--- src/rtl/pixel_array_sequencer.sv ---
// ---------------------------------------------------------------------------
// pixel_array_sequencer
//
// Frame-level controller for a ROWS x COLS pixel sensor array. One frame runs
// the global ERASE, EXPOSE and CONVERT phases, drives the shared ADC ramp
// counter during CONVERT, and then reads the array one row at a time. Each
// pixel word is streamed out in row-major order on a valid/ready interface.
//
// Ports
//   clk        in   clock, rising edge
//   reset      in   asynchronous active-high reset
//   start      in   one-cycle frame start pulse, honoured only when idle
//   abort      in   cancels the frame in progress (wins over start/out_ready)
//   exp_len    in   exposure length in cycles, latched when start is accepted
//   erase      out  global pixel erase
//   expose     out  global pixel expose
//   convert    out  ramp/compare phase active
//   cnt_oe     out  ramp counter drives the pixel data bus
//   cnt_out    out  binary ADC ramp count
//   read       out  one-hot row read select
//   pix_in     in   row data, column c in bits [c*DATA_W +: DATA_W]
//   out_data   out  pixel word
//   out_col    out  column index of out_data
//   out_row    out  row index of out_data
//   out_last   out  final word of the frame
//   out_valid  out  out_data is valid
//   out_ready  in   downstream accepts the word
//   busy       out  high in every state except IDLE
//   frame_done out  one-cycle pulse after the last word is accepted
//
// All outputs are registers. Each state branch assigns the output values
// that belong to the state being entered, so the outputs line up exactly
// with the state register.
// ---------------------------------------------------------------------------
module pixel_array_sequencer #(
    parameter int ROWS      = 2,
    parameter int COLS      = 2,
    parameter int DATA_W    = 8,
    parameter int ERASE_CYC = 4,
    parameter int EXP_W     = 16,
    localparam int ROW_W    = (ROWS > 1) ? $clog2(ROWS) : 1,
    localparam int COL_W    = (COLS > 1) ? $clog2(COLS) : 1
) (
    input  logic                     clk,
    input  logic                     reset,
    input  logic                     start,
    input  logic                     abort,
    input  logic [EXP_W-1:0]         exp_len,
    output logic                     erase,
    output logic                     expose,
    output logic                     convert,
    output logic                     cnt_oe,
    output logic [DATA_W-1:0]        cnt_out,
    output logic [ROWS-1:0]          read,
    input  logic [COLS*DATA_W-1:0]   pix_in,
    output logic [DATA_W-1:0]        out_data,
    output logic [COL_W-1:0]         out_col,
    output logic [ROW_W-1:0]         out_row,
    output logic                     out_last,
    output logic                     out_valid,
    input  logic                     out_ready,
    output logic                     busy,
    output logic                     frame_done
);

    // Phase counter must hold both the erase length and any exposure length.
    localparam int ERASE_W = $clog2(ERASE_CYC + 1);
    localparam int CNT_W   = (EXP_W > ERASE_W) ? EXP_W : ERASE_W;

    localparam logic [ROW_W-1:0] ROW_LAST  = ROW_W'(ROWS - 1);
    localparam logic [COL_W-1:0] COL_LAST  = COL_W'(COLS - 1);
    localparam logic [CNT_W-1:0] ERASE_END = CNT_W'(ERASE_CYC - 1);

    typedef enum logic [2:0] {
        S_IDLE    = 3'd0,
        S_ERASE   = 3'd1,
        S_EXPOSE  = 3'd2,
        S_CONVERT = 3'd3,
        S_LATCH   = 3'd4,
        S_STREAM  = 3'd5,
        S_DONE    = 3'd6
    } state_t;

    state_t              state_r;
    logic [CNT_W-1:0]    phase_cnt_r;
    logic [EXP_W-1:0]    exp_r;
    logic [ROW_W-1:0]    row_r;
    logic [COL_W-1:0]    col_r;
    logic [DATA_W-1:0]   line_buf_r [COLS];

    logic [ROW_W-1:0]    row_next_s;
    logic [COL_W-1:0]    col_next_s;
    logic [CNT_W-1:0]    expose_end_s;
    logic                ramp_end_s;

    // One-hot row select for a given row index.
    function automatic logic [ROWS-1:0] row_onehot(input logic [ROW_W-1:0] r);
        logic [ROWS-1:0] v;
        v    = {ROWS{1'b0}};
        v[r] = 1'b1;
        return v;
    endfunction

    // Next row/column indices and phase end points used by the FSM.
    always_comb begin
        row_next_s   = row_r + ROW_W'(1);
        col_next_s   = col_r + COL_W'(1);
        // exp_r is never 0, it is clamped to 1 when latched.
        expose_end_s = CNT_W'(exp_r) - CNT_W'(1);
        ramp_end_s   = (cnt_out == {DATA_W{1'b1}});
    end

    // Frame sequencer: state, counters, line buffer and all registered outputs.
    always_ff @(posedge clk or posedge reset) begin
        if (reset) begin
            state_r     <= S_IDLE;
            phase_cnt_r <= {CNT_W{1'b0}};
            exp_r       <= {EXP_W{1'b0}};
            row_r       <= {ROW_W{1'b0}};
            col_r       <= {COL_W{1'b0}};
            for (int c = 0; c < COLS; c++) begin
                line_buf_r[c] <= {DATA_W{1'b0}};
            end
            erase       <= 1'b0;
            expose      <= 1'b0;
            convert     <= 1'b0;
            cnt_oe      <= 1'b0;
            cnt_out     <= {DATA_W{1'b0}};
            read        <= {ROWS{1'b0}};
            out_data    <= {DATA_W{1'b0}};
            out_col     <= {COL_W{1'b0}};
            out_row     <= {ROW_W{1'b0}};
            out_last    <= 1'b0;
            out_valid   <= 1'b0;
            busy        <= 1'b0;
            frame_done  <= 1'b0;
        end else if (abort && (state_r != S_IDLE)) begin
            // Abort drops the frame silently: no frame_done, straight to idle.
            state_r     <= S_IDLE;
            phase_cnt_r <= {CNT_W{1'b0}};
            row_r       <= {ROW_W{1'b0}};
            col_r       <= {COL_W{1'b0}};
            erase       <= 1'b0;
            expose      <= 1'b0;
            convert     <= 1'b0;
            cnt_oe      <= 1'b0;
            cnt_out     <= {DATA_W{1'b0}};
            read        <= {ROWS{1'b0}};
            out_data    <= {DATA_W{1'b0}};
            out_col     <= {COL_W{1'b0}};
            out_row     <= {ROW_W{1'b0}};
            out_last    <= 1'b0;
            out_valid   <= 1'b0;
            busy        <= 1'b0;
            frame_done  <= 1'b0;
        end else begin
            case (state_r)
                S_IDLE: begin
                    if (start) begin
                        // A zero exposure still gives one expose cycle.
                        exp_r       <= (exp_len == {EXP_W{1'b0}}) ? EXP_W'(1) : exp_len;
                        phase_cnt_r <= {CNT_W{1'b0}};
                        row_r       <= {ROW_W{1'b0}};
                        col_r       <= {COL_W{1'b0}};
                        erase       <= 1'b1;
                        busy        <= 1'b1;
                        state_r     <= S_ERASE;
                    end else begin
                        busy        <= 1'b0;
                    end
                end

                S_ERASE: begin
                    if (phase_cnt_r == ERASE_END) begin
                        phase_cnt_r <= {CNT_W{1'b0}};
                        erase       <= 1'b0;
                        expose      <= 1'b1;
                        state_r     <= S_EXPOSE;
                    end else begin
                        phase_cnt_r <= phase_cnt_r + CNT_W'(1);
                    end
                end

                S_EXPOSE: begin
                    if (phase_cnt_r == expose_end_s) begin
                        phase_cnt_r <= {CNT_W{1'b0}};
                        expose      <= 1'b0;
                        convert     <= 1'b1;
                        cnt_oe      <= 1'b1;
                        cnt_out     <= {DATA_W{1'b0}};
                        state_r     <= S_CONVERT;
                    end else begin
                        phase_cnt_r <= phase_cnt_r + CNT_W'(1);
                    end
                end

                S_CONVERT: begin
                    // The ramp value itself times the conversion; it parks
                    // at zero on exit instead of wrapping.
                    if (ramp_end_s) begin
                        convert     <= 1'b0;
                        cnt_oe      <= 1'b0;
                        cnt_out     <= {DATA_W{1'b0}};
                        read        <= row_onehot(row_r);
                        state_r     <= S_LATCH;
                    end else begin
                        cnt_out     <= cnt_out + DATA_W'(1);
                    end
                end

                S_LATCH: begin
                    // Row data has had one full cycle behind its read select.
                    for (int c = 0; c < COLS; c++) begin
                        line_buf_r[c] <= pix_in[c*DATA_W +: DATA_W];
                    end
                    col_r       <= {COL_W{1'b0}};
                    out_data    <= pix_in[DATA_W-1:0];
                    out_col     <= {COL_W{1'b0}};
                    out_row     <= row_r;
                    out_last    <= (row_r == ROW_LAST) && (COLS == 1);
                    out_valid   <= 1'b1;
                    state_r     <= S_STREAM;
                end

                S_STREAM: begin
                    if (out_ready) begin
                        if (col_r == COL_LAST) begin
                            col_r       <= {COL_W{1'b0}};
                            out_data    <= {DATA_W{1'b0}};
                            out_col     <= {COL_W{1'b0}};
                            out_last    <= 1'b0;
                            out_valid   <= 1'b0;
                            if (row_r == ROW_LAST) begin
                                read        <= {ROWS{1'b0}};
                                out_row     <= {ROW_W{1'b0}};
                                frame_done  <= 1'b1;
                                state_r     <= S_DONE;
                            end else begin
                                // Old select drops and the next row's rises together.
                                row_r       <= row_next_s;
                                read        <= row_onehot(row_next_s);
                                state_r     <= S_LATCH;
                            end
                        end else begin
                            col_r       <= col_next_s;
                            out_col     <= col_next_s;
                            out_data    <= line_buf_r[col_next_s];
                            out_last    <= (row_r == ROW_LAST) && (col_next_s == COL_LAST);
                        end
                    end else begin
                        // Stalled: re-present the buffered word (unchanged value).
                        out_data    <= line_buf_r[col_r];
                    end
                end

                S_DONE: begin
                    frame_done  <= 1'b0;
                    busy        <= 1'b0;
                    row_r       <= {ROW_W{1'b0}};
                    state_r     <= S_IDLE;
                end

                default: begin
                    state_r     <= S_IDLE;
                    phase_cnt_r <= {CNT_W{1'b0}};
                    row_r       <= {ROW_W{1'b0}};
                    col_r       <= {COL_W{1'b0}};
                    erase       <= 1'b0;
                    expose      <= 1'b0;
                    convert     <= 1'b0;
                    cnt_oe      <= 1'b0;
                    cnt_out     <= {DATA_W{1'b0}};
                    read        <= {ROWS{1'b0}};
                    out_data    <= {DATA_W{1'b0}};
                    out_col     <= {COL_W{1'b0}};
                    out_row     <= {ROW_W{1'b0}};
                    out_last    <= 1'b0;
                    out_valid   <= 1'b0;
                    busy        <= 1'b0;
                    frame_done  <= 1'b0;
                end
            endcase
        end
    end

endmodule

--- config.mk ---
export PLATFORM = sky130hd
export DESIGN_NAME = pixel_array_sequencer
export DESIGN_NICKNAME = d
export VERILOG_FILES = /design/src/rtl/pixel_array_sequencer.sv
export SDC_FILE = /design/constraint.sdc
export NUM_CORES = 1
export LEC_CHECK = 0
export CAP_MARGIN = 20
export CELL_PAD_IN_SITES_DETAIL_PLACEMENT = 1
export CELL_PAD_IN_SITES_GLOBAL_PLACEMENT = 1
export CORE_MARGIN = 3
export CORE_UTILIZATION = 38
export CTS_CLUSTER_SIZE = 25
export DETAILED_ROUTE_END_ITERATION = 10
export MAX_ROUTING_LAYER = met4
export PLACE_DENSITY = 0.79
export SYNTH_ARGS = -nofsm -noshare
export SYNTH_HDL_FRONTEND = slang
export SYNTH_SLANG_ARGS = --single-unit
export TNS_END_PERCENT = 10
--- constraint.sdc ---
create_clock -name clk -period 3 [get_ports clk]
set_input_delay 0.6 -clock clk [delete_from_list [all_inputs] [get_ports clk]]
set_output_delay 0.6 -clock clk [all_outputs]
set_load 0.01 [all_outputs]
# Word level (Yosys, flattened, before mapping)
# Index checks and enable logic that the tools add are counted.
[totals]
ff_bits = 80
latchBits = 0
mem_bits_rw = 0
romBits = 0
input_bits = 37
elab_cells = 175
mem_count = 0
[classes]
addsub = 5
multipliers = 0
n_div = 0
order_cmp = 6
n_eq_ne = 26
shifts = 0
muxes = 84
n_bitwise = 3
n_reduce_logical = 32
[op_table]
columns = ["cell", "n"]
rows = [
  ["$mux W8", 12],
  ["$mux W16", 5],
  ["$pmux W16 S4", 1],
  ["$pmux W8 S3", 2],
  ["$mux W1", 36],
  ["$reduce_or A5 Y1", 7],
  ["$mux W3", 7],
  ["$ne A3 B3 Y1 const B", 7],
  ["$pmux W1 S3", 7],
  ["$ne A2 B1 Y1 const B", 10],
  ["$pmux W3 S6", 1],
  ["$reduce_and A3 Y1", 6],
  ["$add A16 B1 Y16 const B", 1],
  ["$eq A16 B16 Y1", 1],
  ["$eq A16 B2 Y1 const B", 1],
  ["$logic_not A16 Y1", 1],
  ["$reduce_and A4 Y1", 4],
  ["$sub A16 B1 Y16 const B", 1],
  ["$mux W2", 6],
  ["$reduce_or A4 Y1", 3],
  ["$eq A3 B3 Y1 const B", 3],
  ["$add A8 B1 Y8 const B", 1],
  ["$eq A8 B8 Y1 const B", 1],
  ["$pmux W1 S2", 4],
  ["15 further kinds", 28],
]

# Depth between registers and ports, before layout
[logic_depth]
depth_word = 10
mapped_depth = 14

# Least setup slack after synthesis
# OpenSTA, ideal clock, no wires.
[synth_path]
path_kind = "reg2reg"
startpoint = "register exp_r[2]"
endpoint = "register phase_cnt_r[15]"
setup_time_ns = 0.124
arrival_time_ns = 3.094
required_time_ns = 2.876
setup_slack_ns = -0.218
stages_incl_launch_ff = 11
n_path_buf = 2
synth_period_minus_slack_ns = 3.218
cell_sequence = "dfrtp_1 -> buf_6 -> or4_4 -> or3_1 -> a2111o_1 -> o2bb2ai_1 -> or4b_4 -> o2bb2ai_2 -> buf_6 -> nor3b_1 -> a211o_1"
[synth_between]
elab_chain_len = 5
[synth_rtl]
columns = ["item", "line", "text"]
rows = [
  ["start: declaration", "86", "logic [EXP_W-1:0] exp_r;"],
  ["start signal: assignment", "118", "exp_r <= {EXP_W{1'b0}};"],
  ["start signal: assignment", "161", "exp_r <= (exp_len == {EXP_W{1'b0}}) ? EXP_W'(1) : exp_len;"],
  ["$sub A16 B1 Y16", "109", "expose_end_s = CNT_W'(exp_r) - CNT_W'(1);"],
  ["$eq A16 B16 Y1", "185", "if (phase_cnt_r == expose_end_s) begin"],
  ["$mux W16", "185", ""],
  ["$pmux W16 S4", "157", "case (state_r)"],
  ["$mux W16", "137", "end else if (abort && (state_r != S_IDLE)) begin"],
  ["end signal: assignment", "140", "phase_cnt_r <= {CNT_W{1'b0}};"],
  ["end signal: assignment", "162", "phase_cnt_r <= {CNT_W{1'b0}};"],
  ["end signal: assignment", "186", "phase_cnt_r <= {CNT_W{1'b0}};"],
  ["end: declaration", "85", "logic [CNT_W-1:0] phase_cnt_r;"],
]
# No other way between the ends.
# A chain may end at the register's enable or synchronous reset.

# Worst setup path after layout
[layout_path]
startpoint = "register exp_r[3]"
endpoint = "register phase_cnt_r[3]"
# Same word-level chain as after synthesis.

==> run_summary.xml <==
<?xml version="1.0" encoding="UTF-8"?>
<metrics>
  <group name="outcome">
    <metric name="status" unit="">complete, but fails checks</metric>
    <metric name="failed_checks" unit="">negative setup slack</metric>
  </group>
  <group name="timing">
    <metric name="post-route-period-util" unit="">1.01</metric>
    <metric name="hold_viol_final" unit="">0</metric>
    <metric name="setup-violations-final" unit="">4</metric>
    <metric name="slew_viol_final" unit="">0</metric>
    <metric name="worst_path_setup_slack_after_routing" unit="ns">-0.0373</metric>
    <metric name="fin_tns_setup" unit="ns">-0.0854</metric>
    <metric name="tightestPinTransition" unit="ns">0.648</metric>
    <metric name="rsz0062_at_grt" unit="">yes</metric>
    <metric name="clock.fmax" unit="MHz">329</metric>
    <metric name="final.min_clock_period" unit="ns">3.04</metric>
    <metric name="worst_clock_skew" unit="ns">0.00736</metric>
    <metric name="worst_slew_margin_rel" unit="">0.565</metric>
  </group>
  <group name="setup_path">
    <metric name="cp-startpoint" unit="">exp_r[3]$_DFFE_PP0P_</metric>
    <metric name="crit_fanout" unit="">5</metric>
    <metric name="start_kind" unit="">flop</metric>
    <metric name="timing.rr.end" unit="">phase_cnt_r[3]$_DFFE_PP0P_</metric>
    <metric name="worstSetupEndpointType" unit="">flop</metric>
    <metric name="rr_worst_depth" unit="">8</metric>
    <metric name="r2r_start" unit="">exp_r[3]$_DFFE_PP0P_</metric>
    <metric name="cp.required" unit="ns">3.21</metric>
    <metric name="worst-r2r-setup-slack" unit="ns">-0.04</metric>
    <metric name="crit_type" unit="">flop to flop</metric>
    <metric name="crit_arrival" unit="ns">3.25</metric>
    <metric name="crit_path_end" unit="">phase_cnt_r[3]$_DFFE_PP0P_</metric>
  </group>
  <group name="global_routing">
    <metric name="grt-ovfl-total" unit="">0</metric>
    <metric name="grt_pass1_wl" unit="mm">22.5</metric>
    <metric name="grt_max_degree" unit="">81</metric>
    <metric name="first_global_vias" unit="">4625</metric>
    <metric name="global_route.usage.total" unit="">0.216</metric>
    <metric name="initial_antenna_violation_count" unit="">0</metric>
  </group>
  <group name="yosys">
    <metric name="syn_area" unit="µm²">4560</metric>
    <metric name="synth_xor_xnor_area_share" unit="">0.0269</metric>
    <metric name="post_synth_main_area_contributors" unit="">dfrtp_1 (44%), nand2_1 (8.0%), mux2_2 (4.2%)</metric>
    <metric name="synth_top_family_by_area" unit="">simple AND/OR/NAND/NOR gates</metric>
    <metric name="synth_top_area_cell" unit="">dfrtp_1</metric>
    <metric name="yosysTopAreaCellShare" unit="">0.439</metric>
    <metric name="synth.lib_cells_used.distinct" unit="">61</metric>
    <metric name="postSynthRegisterBits" unit="">80</metric>
    <metric name="synth_compound_area_frac" unit="">0.188</metric>
    <metric name="gate_count_post_synth" unit="">512</metric>
    <metric name="synth_fa_ha_area_frac" unit="">0.00823</metric>
    <metric name="syn_avg_cell_area" unit="µm²">8.91</metric>
    <metric name="ys_warn_count" unit="">0</metric>
    <metric name="synth-seq-area-share" unit="">0.439</metric>
    <metric name="synth_simple_gate_area_frac" unit="">0.234</metric>
    <metric name="post_synth_mux_area_share" unit="">0.0683</metric>
    <metric name="syn-num-nets" unit="">552</metric>
    <metric name="ys_async_sr_fraction" unit="">1.00</metric>
    <metric name="synth-edff-count" unit="">0</metric>
    <metric name="synth-main-ff-cell" unit="">dfrtp_1</metric>
  </group>
  <group name="placement">
    <metric name="numPortBuffers" unit="">64</metric>
    <metric name="dp.final_hpwl" unit="mm">9.34</metric>
    <metric name="place.gp.congestion" unit="">0.857</metric>
    <metric name="placed_instances" unit="">726</metric>
    <metric name="place_worst_setup_slack" unit="ns">-0.111</metric>
  </group>
  <group name="die">
    <metric name="design.portCount" unit="">65</metric>
    <metric name="rows" unit="">39</metric>
    <metric name="fp.coreArea" unit="µm²">11600</metric>
    <metric name="chipHeight" unit="µm">116</metric>
    <metric name="initial_utilization" unit="">0.394</metric>
    <metric name="die_width" unit="µm">116</metric>
    <metric name="design.die.area" unit="µm²">13300</metric>
  </group>
  <group name="job">
    <metric name="max-cap-violations" unit="">0</metric>
  </group>
  <group name="clocking">
    <metric name="cts.root.buffer_cell" unit="">clkbuf_16</metric>
    <metric name="clock_tree.buffer_depth" unit="">2</metric>
    <metric name="worst_setup_hold_path_clk_slew" unit="ns">0.06</metric>
    <metric name="cts-htree-levels" unit="">3</metric>
    <metric name="cts.hold.buffers_added" unit="">0</metric>
    <metric name="cts_buffers" unit="">9</metric>
    <metric name="cts_tree" unit="">done</metric>
    <metric name="clock_network_latency_to_the_later_pin_of_the_worst_skew_pair" unit="ns">0.34</metric>
    <metric name="cts.sinks" unit="">80</metric>
  </group>
  <group name="cells_and_area">
    <metric name="antenna_diodes" unit="">0</metric>
    <metric name="synthToLayoutAreaGrowth" unit="%">29.9</metric>
    <metric name="final_cell_count_no_fill" unit="">744</metric>
    <metric name="layout-drive-gt1-share" unit="">0.145</metric>
    <metric name="multi_input_comb_area" unit="µm²">2490</metric>
    <metric name="post-route-util" unit="">0.512</metric>
    <metric name="nets" unit="">636</metric>
    <metric name="fillers" unit="">1335</metric>
    <metric name="storage_cell_area" unit="µm²">2000</metric>
  </group>
  <group name="pwr">
    <metric name="pwr_density_cell" unit="nW/µm²">846</metric>
    <metric name="peakVddDrop" unit="V">0.000325</metric>
    <metric name="fin_total_pwr" unit="W">0.00501</metric>
    <metric name="power.static_leakage" unit="nW">2.63</metric>
  </group>
  <group name="route">
    <metric name="vias" unit="">4215</metric>
    <metric name="drt_pass1_iterations" unit="">4</metric>
    <metric name="remaining_drc_errors" unit="">0</metric>
    <metric name="wl_per_cell" unit="µm">17.8</metric>
    <metric name="ant_nets" unit="">0</metric>
    <metric name="drtIter0Drc" unit="">286</metric>
    <metric name="totalWireLength" unit="mm">13.2</metric>
    <metric name="detail_route.vias_per_cell" unit="">5.67</metric>
  </group>
  <group name="min_path">
    <metric name="timing.hold.worst.class" unit="">flop to flop</metric>
  </group>
</metrics>
-- routing by layer --
layer  up-vias  track usage  share of wire
met3        15       0.0334          0.024
met1      2128        0.276           0.46
met5         -            -              0
met2        63        0.361           0.50
met4         0       0.0548          0.012
li1       2009            -              -
-- worst min path at each step --
stage	cells past startpoint	endpoint	from	slack (ns)
after detailed placement	2	line_buf_r[9]$_DFFE_PP0P_	line_buf_r[9]$_DFFE_PP0P_	0.46
after floorplan	2	line_buf_r[13]$_DFFE_PP0P_	line_buf_r[13]$_DFFE_PP0P_	0.44
after global placement	2	line_buf_r[13]$_DFFE_PP0P_	line_buf_r[13]$_DFFE_PP0P_	0.46
final	2	line_buf_r[9]$_DFFE_PP0P_	line_buf_r[9]$_DFFE_PP0P_	0.48
after CTS	1	erase$_DFFE_PP0P_	state_r[1]$_DFFE_PP0P_	0.48
after global routing	1	out_col$_DFFE_PP0P_	out_col$_DFFE_PP0P_	0.51
-- critical path: stages (launching register included) --
cell       delay (ns)
dfrtp_1          0.38
or4_4            0.55
or3_1            0.32
a2111o_1         0.38
o2bb2ai_2        0.13
or4b_4           0.55
o2bb2ai_4        0.18
and3_1           0.19
a221o_1          0.26
-- flip-flops by register name, summed over array words and instances, names as in the netlist, 2 cells and up --
| signal | flops |
|---|---|
| read | 2 |
| state_r | 3 |
| line_buf_r | 16 |
| phase_cnt_r | 16 |
| cnt_out | 8 |
| out_data | 8 |
| exp_r | 16 |
-- stage by stage --
step                area (µm²)  hold WS (ns)
finish                    5920         0.476
global route              5920         0.511
CTS                       5870         0.479
detailed placement        5540         0.464
global placement          5540         0.457
floorplan                 4580         0.445
-- Yosys cell counts (2+ instances only) --
master	number
a211o_1	3
nor2b_1	7
a31oi_1	16
o22ai_1	4
dfrtp_1	80
o221ai_1	2
and3_1	18
nor3b_1	3
clkbuf_1	21
a21o_1	3
ha_1	3
inv_1	8
o2111ai_1	2
a21oi_1	32
buf_2	2
o31ai_1	4
or4_1	3
xnor2_1	9
mux2i_1	12
nor4_1	8
o2bb2ai_1	2
xor2_1	5
mux2_2	17
o21a_1	2
o211ai_1	4
buf_6	2
clkinv_1	2
nor2_1	30
nand2b_1	16
a221o_1	2
o21ai_1	2
nor3_1	12
nand4_1	2
or2_2	3
nand2_1	97
a22o_1	5
nand3_1	14
a22oi_1	8
o21ai_0	24
o31a_1	2
-- cell families (layout without fill, tap and decap cells) --
group | Yosys count | after routing
buffers and inverters | 37 | 124
XOR/XNOR | 14 | 14
AO/OA/AOI/OAI | 129 | 131
adder cells (fa/ha/maj) | 3 | 3
flip-flops | 80 | 80
multiplexers | 29 | 29
AND/OR/NAND/NOR | 220 | 220
-- placed cells by master, fill, tap and decap left out, drive strengths merged, types with 5 or more instances in the layout --
cell,instances
dfrtp,80
and3,18
mux2,17
nor2,30
a21oi,32
a22oi,8
o21ai,26
inv,7
a31oi,16
nor3,12
nand3,14
clkbuf,14
xnor2,9
xor2,5
nor4,9
nand2,97
nand2b,16
clkdlybuf4s50,64
mux2i,12
buf,34
nor2b,7
a22o,5
-- power breakdown --
group	internal [W]	switching, W	total (W)
Clock	0.000671	0.000435	0.00111
Sequential	0.00140	0.000313	0.00171
Combinational	0.00101	0.00118	0.00219
-- repair_timing --
action,4_1_cts,5_1_grt
cloned,2,0
pin swaps,0,4
setup buffers,0,0
resized for setup,2,15
setup endpoints to repair,26,26
-- cell type report --
cell class                 instances  area share
sequential                        80       0.338
clock buffer                      14      0.0429
tap                              143      0.0302
timing repair buffer              98       0.155
inverter                          10     0.00655
clock inverter                     2     0.00655
multi-input combinational        397       0.421
(Power assumes the default switching activity.)
